### config.mk
export PLATFORM = sky130hd
export DESIGN_NAME = move_select
export DESIGN_NICKNAME = d
export VERILOG_FILES = /design/src/rtl/move_select.sv
export SDC_FILE = /design/constraint.sdc
export NUM_CORES = 1
export LEC_CHECK = 0
export CORE_UTILIZATION = 47
export CTS_BUF_LIST = sky130_fd_sc_hd__clkbuf_4 sky130_fd_sc_hd__clkbuf_8 sky130_fd_sc_hd__clkbuf_16
export CTS_CLUSTER_DIAMETER = 120
export DETAILED_ROUTE_END_ITERATION = 7
export PLACE_DENSITY = 0.76
export SLEW_MARGIN = 30
export SYNTH_ARGS = -nofsm -noshare
export SYNTH_HDL_FRONTEND = slang
export SYNTH_SLANG_ARGS = --single-unit
### constraint.sdc
create_clock -name clk -period 1.6 [get_ports clk]
set_input_delay 0.16 -clock clk [delete_from_list [all_inputs] [get_ports clk]]
set_output_delay 0.16 -clock clk [all_outputs]
set_load 0.02 [all_outputs]
### src/rtl/move_select.sv
// Column-switch conditioner: sync, debounce, one-switch rule, full-column reject, valid/ready move out.
// Latency: switch edge to move_valid/reject/hover is DEBOUNCE_CYCLES+3 clocks.
// Backpressure: move_valid/move_col held until move_ready; no new move until all switches released.
module move_select #(
    parameter int NUM_COLS        = 8,
    parameter int DEBOUNCE_CYCLES = 4,
    parameter int COL_W           = $clog2(NUM_COLS)
) (
    input  logic                clk,
    input  logic                reset,
    input  logic [NUM_COLS-1:0] sw,
    input  logic [NUM_COLS-1:0] col_full,
    input  logic                move_ready,
    output logic                move_valid,
    output logic [COL_W-1:0]    move_col,
    output logic                hover_valid,
    output logic [COL_W-1:0]    hover_col,
    output logic                multi_err,
    output logic                reject
);

    localparam int CNT_W = (DEBOUNCE_CYCLES > 1) ? $clog2(DEBOUNCE_CYCLES) : 1;
    localparam logic [CNT_W-1:0] CNT_MAX = CNT_W'(DEBOUNCE_CYCLES - 1);

    typedef enum logic [1:0] {
        IDLE,
        REQUEST,
        WAIT_RELEASE,
        ERROR
    } state_t;

    state_t              state;
    logic [NUM_COLS-1:0] s1;
    logic [NUM_COLS-1:0] s2;
    logic [NUM_COLS-1:0] cand;
    logic [NUM_COLS-1:0] stable;
    logic [CNT_W-1:0]    cnt;

    logic                stable_any;
    logic                stable_one_hot;
    logic [COL_W-1:0]    stable_idx;

    always_comb begin
        stable_any     = |stable;
        stable_one_hot = stable_any && ((stable & (stable - NUM_COLS'(1))) == '0);
        stable_idx     = '0;
        for (int i = 0; i < NUM_COLS; i++) begin
            if (stable[i]) begin
                stable_idx = COL_W'(i);
            end
        end
    end

    // Any change in s2 restarts the count; cnt saturates once stable has been loaded.
    always_ff @(posedge clk) begin
        if (!reset) begin
            s1     <= '0;
            s2     <= '0;
            cand   <= '0;
            stable <= '0;
            cnt    <= '0;
        end else begin
            s1 <= sw;
            s2 <= s1;
            if (s2 != cand) begin
                cand <= s2;
                cnt  <= '0;
            end else if (cnt == CNT_MAX) begin
                stable <= cand;
            end else begin
                cnt <= cnt + CNT_W'(1);
            end
        end
    end

    always_ff @(posedge clk) begin
        if (!reset) begin
            state       <= IDLE;
            move_valid  <= 1'b0;
            move_col    <= '0;
            hover_valid <= 1'b0;
            hover_col   <= '0;
            multi_err   <= 1'b0;
            reject      <= 1'b0;
        end else begin
            hover_valid <= stable_one_hot;
            hover_col   <= stable_one_hot ? stable_idx : '0;
            reject      <= 1'b0;
            case (state)
                IDLE: begin
                    if (stable_one_hot) begin
                        if (col_full[stable_idx]) begin
                            reject <= 1'b1;
                            state  <= WAIT_RELEASE;
                        end else begin
                            move_col   <= stable_idx;
                            move_valid <= 1'b1;
                            state      <= REQUEST;
                        end
                    end else if (stable_any) begin
                        multi_err <= 1'b1;
                        state     <= ERROR;
                    end
                end
                REQUEST: begin
                    if (move_ready) begin
                        move_valid <= 1'b0;
                        state      <= WAIT_RELEASE;
                    end
                end
                WAIT_RELEASE: begin
                    if (!stable_any) begin
                        state <= IDLE;
                    end
                end
                ERROR: begin
                    if (!stable_any) begin
                        multi_err <= 1'b0;
                        state     <= IDLE;
                    end
                end
                default: state <= IDLE;
            endcase
        end
    end

endmodule

# == After elaboration in Yosys (flattened, before gate mapping) ==
# Index checks and enable logic that the tools add are counted.
# totals
reg_bits,46
latchBits,0
ramBits,0
rom_bits,0
input_bits,19
output_inout_bits,10
wordCells,71
memories,0
# op_classes
addsub,2
multipliers,0
n_div,0
order_cmp,1
n_eq_ne,13
n_shift,0
n_mux,24
bitwise,4
n_reduce_logical,15
# op_table
operator,count
$mux W3,6
$ne A2 B2 Y1 const B,7
$mux W2,5
$mux W1,9
$reduce_and A3 Y1,3
$and A8 B8 Y8,1
$logic_not A8 Y1,1
$ne A8 B8 Y1,1
$reduce_and A4 Y1,2
$reduce_or A8 Y1,1
$sub A8 B1 Y8 const B,1
$eq A2 B2 Y1 const B,3
$pmux W2 S3,1
$lt A3 B4 Y1 const B,1
$pmux W1 S2,2
$reduce_and A2 Y1,2
$reduce_bool A2 Y1,2
$reduce_or A2 Y1,2
$bmux W1 S3,1
$ne A3 B3 Y1 const B,1
$not A1 Y1,3
$add A2 B1 Y2 const B,1
$eq A2 B1 Y1 const B,1
$logic_not A2 Y1,1
$logic_and A1 B1 Y1,1

# == Logic depth before layout (Yosys ltp) ==
# logic_depth
ltp_word,12
mapped_depth,7
mapped_depth_nobuf,6

# == Worst setup path after synthesis ==
# OpenSTA, ideal clock, no wires.
# synth_timing
path_type,register to register
from,register stable[6]
to,register move_col[0]
setup_ps,72
arrival_ps,1540
t_required_ps,1528
setup_slack_ps,-12
stages_incl_launch_ff,8
path_buffers,1
period_less_slack_ps,1612
cell_sequence,dfxtp_1 > buf_4 > inv_1 > a21oi_1 > o21ai_4 > mux2i_2 > a211oi_4 > mux2i_1
# synth_via
elab_chain_len,6
word_cells_on_any_way,11
cone_classes,add/sub: 1; mux: 4; bitwise: 2; reduce/logical: 4
# synth_rtl
element,line_no,rtl
from (decl),36,logic [NUM_COLS-1:0] stable;
from (signal assigned),69,stable <= cand;
branches (longest 6 deep; another with $sub A8 B1 Y8),n/a,
to (signal assigned),96,move_col <= stable_idx;
to (decl),15,"output logic [COL_W-1:0] move_col,"
# Several ways; the timed one is not identified. The select of a mux whose other input is x is not followed.
# A chain may end at the register's enable or synchronous reset.

# == Worst setup path after layout ==
# layout_timing
from,register stable[2]
to,register move_col[0]
# layout_via
elab_chain_len,10
word_cells_on_any_way,15
cone_classes,add/sub: 1; mux: 8; bitwise: 2; reduce/logical: 4
# layout_rtl
element,line_no,rtl
$mux W3 (6 in a row),48,if (stable[i]) begin
$bmux W1 S3,92,if (col_full[stable_idx]) begin
$mux W1 (not written as such),92,
$not A1 Y1 (no source line),n/a,
$reduce_and A3 Y1 (no source line),n/a,
# Parallel ways exist; a longest one is shown, timed or not. The select of a mux whose other input is x is not followed.

==> flow_summary.json <==
{
  "status": "finished, violations left",
  "violations": "setup timing",
  "yosysWarnings": 0,
  "vdd_ir_drop_max_uv": 708,
  "drc": 0,
  "synth_top_area_cell": "dfxtp_1",
  "stdcell_count": 290,
  "root_buffer": "clkbuf_8",
  "cpPeakStageDelay_ns": 0.38,
  "skew_ns": 0.00809,
  "synthFlopType": "dfxtp_1",
  "critPathRequiredTime_ns": 1.83,
  "syn_nets": 203,
  "preCtsSetupSlack_ns": -0.308,
  "vias_per_cell": 5.18,
  "dr_wl_met2_mm": 2.24,
  "multiInputGateArea_um2": 968,
  "track_usage": 0.227,
  "wl_met3_um": 241,
  "rows": 22,
  "setup_violations": 9,
  "clockBufferDepth": 2,
  "ys_ff_latch": 46,
  "routed_wirelength_mm": 4.41,
  "ys_seq_area_frac": 0.503,
  "vias": 1501,
  "synthTopCellsByArea": "dfxtp_1, and2_1, mux2i_1, nor2_1, xnor2_1",
  "rsz0062_at_grt": "yes",
  "portBuffers": 28,
  "cts_buffers": 5,
  "syn_inst": 183,
  "post-route-min-period_ns": 1.78,
  "clk_latency_ns": 0.31,
  "grt-ovfl-total": 0,
  "avgSynthCellArea_um2": 10.0,
  "crit_chain": "nor4_4, nand3b_1, o31ai_4, o21ai_2, a211oi_4, buf_4, mux2i_1",
  "timing.final.crit_share": 1.11,
  "die_y_um": 64.4,
  "synth_compound_area_frac": 0.115,
  "max_freq_ghz": 0.561,
  "syn_area_um2": 1830,
  "nets": 261,
  "synth_most_common_cell": "dfxtp_1",
  "antenna_cells": 0,
  "tightest_slew_ns": 0.359,
  "async_flop_share": 0,
  "ant_nets": 0,
  "r2r_start": "stable[2]",
  "first_global_vias": 1557,
  "first_pass_iters": 4,
  "wl_met1_mm": 1.67,
  "worstHoldPathType": "in -> reg",
  "netlist.area_leader.share": 0.503,
  "clock-sinks": 46,
  "synth_top_family_by_area": "simple AND/OR/NAND/NOR gates",
  "crit_type": "reg -> reg",
  "hold_viol": 0,
  "worst_setup_path_start_kind": "flip-flop",
  "htree_levels": 2,
  "grt_pass1_wl_mm": 6.93,
  "setup_ws_ns": -0.182,
  "start_util": 0.497,
  "tns_ns": -0.795,
  "routabilityCongestion": 0.832,
  "cellPowerDensity_nw_per_um2": 777,
  "r2r_end": "move_col[0]",
  "r2r_slack_ns": -0.18,
  "cts_tree": "built",
  "routed.top_layer": "met4",
  "leakage_nw": 1.11,
  "synthMuxAreaShare": 0.0731,
  "syn_to_final_growth_pct": 43.0,
  "finalPower_mw": 2.03,
  "r2r_cells": 7,
  "hold_start": "sw[5]",
  "slew_violations": 0,
  "dp.cells": 272,
  "drive_gt1_frac": 0.289,
  "path_clk_slew_ns": 0.09,
  "regArea_um2": 940,
  "arrival_ns": 2.02,
  "boundaryPins": 29,
  "wire_per_inst_um": 15.2,
  "drtIter0Drc": 91,
  "dieWidth_um": 64.4,
  "ys_types": 43,
  "path_max_fanout": 5,
  "synth_edf_count": 0,
  "crit_path_top_delay_cell": "dfxtp_4",
  "max-cap-violations": 0,
  "grt_max_degree": 30,
  "end_kind": "flip-flop",
  "synth_commonest_cells": "dfxtp_1, and2_1, nor2_1",
  "min_to": "s1[5]",
  "dpl.hpwl_mm": 2.76,
  "hold_depth": 2,
  "antenna_found_initial": 0,
  "fp.dieArea_um2": 4150,
  "synth_xor_area_frac": 0.0430,
  "fill_cells": 276,
  "max-slew-margin-rel": 0.760,
  "synthAdderAreaFrac": 0.00683,
  "core_um2": 3690,
  "synth_simple_gate_area_frac": 0.222
}
==> final cells by class <==
class                      count  share of cell area
multi-input combinational    122               0.370
sequential                    46               0.359
timing repair buffer          58               0.201
clock buffer                   6              0.0315
tap                           48              0.0229
inverter                       8              0.0115
clock inverter                 2             0.00478
==> repair_timing <==
item                       CTS  global route
setup buffers                6             5
gates resized for setup     17            18
hold buffers                 0             0
setup endpoints to repair   12            17
pin swaps                    2             4
gates cloned                 0             0
==> sequential cells by signal, summed over array words and instances (netlist names) <==
signal       cells
move_col         3
cnt              2
s1               8
reject           1
cand             8
hover_col        3
stable           8
move_valid       1
s2               8
hover_valid      1
multi_err        1
state            2
==> layout by cell type (no fill, tap or decap), types with 3 or more instances in the layout <==
cell / n
clkdlybuf4s50_1: 28
nand3_1: 3
buf_4: 27
nand2_1: 15
nor2_1: 17
xnor2_1: 8
dfxtp_2: 3
mux2i_1: 12
and2_1: 24
dfxtp_4: 4
clkbuf_8: 6
inv_1: 7
dfxtp_1: 39
==> per-stage QoR <==
stage               utilization  area (µm²)  hold WS, ns
finish                    0.710        2620        0.429
global route              0.710        2620        0.432
CTS                       0.681        2510        0.420
detailed placement        0.625        2300        0.419
global placement          0.625        2300        0.415
floorplan                     -        1840        0.287
==> worst max-delay path by stage <==
stage / to / slack (ns) / cells after the start / startpoint
floorplan: move_valid / 0.006 / 7 / stable[5]
detailed placement: move_col[2] / -0.31 / 6 / stable[4]
global placement: move_valid / -0.24 / 7 / col_full[5]
finish: move_col[0] / -0.18 / 7 / stable[2]
global route: move_col[2] / -0.21 / 8 / stable[5]
CTS: move_col[0] / -0.12 / 7 / stable[2]
==> worst max-delay path, delay by kind of cell, from the launching register on <==
family                 cells  cell delay (ns)
AO/OA/AOI/OAI              3             0.42
flip-flops                 1             0.38
AND/OR/NAND/NOR            2             0.54
multiplexers               1             0.21
buffers and inverters      1             0.17
==> kinds of logic (layout without fill, tap and decap cells) <==
kind of cell	Yosys count	count (layout)
and+or+nand+nor	78	78
buffers and inverters	15	74
xor gates and xnor gates	9	9
DFF	46	46
adders and majority gates	1	1
AOI/OAI and AO/OA	21	21
muxes	13	13
==> power breakdown <==
| group | leakage, nW | switching (mW) | internal, mW |
|---|---|---|---|
| registers | 0.380 | 0.0128 | 1.16 |
| logic | 0.685 | 0.0476 | 0.0749 |
| clock network | 0.0472 | 0.388 | 0.347 |
==> routing by layer <==
layer / vias to the layer above / global-route usage
met4: 0 / 0.150
met2: 61 / 0.407
met1: 688 / 0.226
li1: 730 / -
met3: 22 / 0.0669
met5: - / 0
Power figures use the tool's default switching activity.
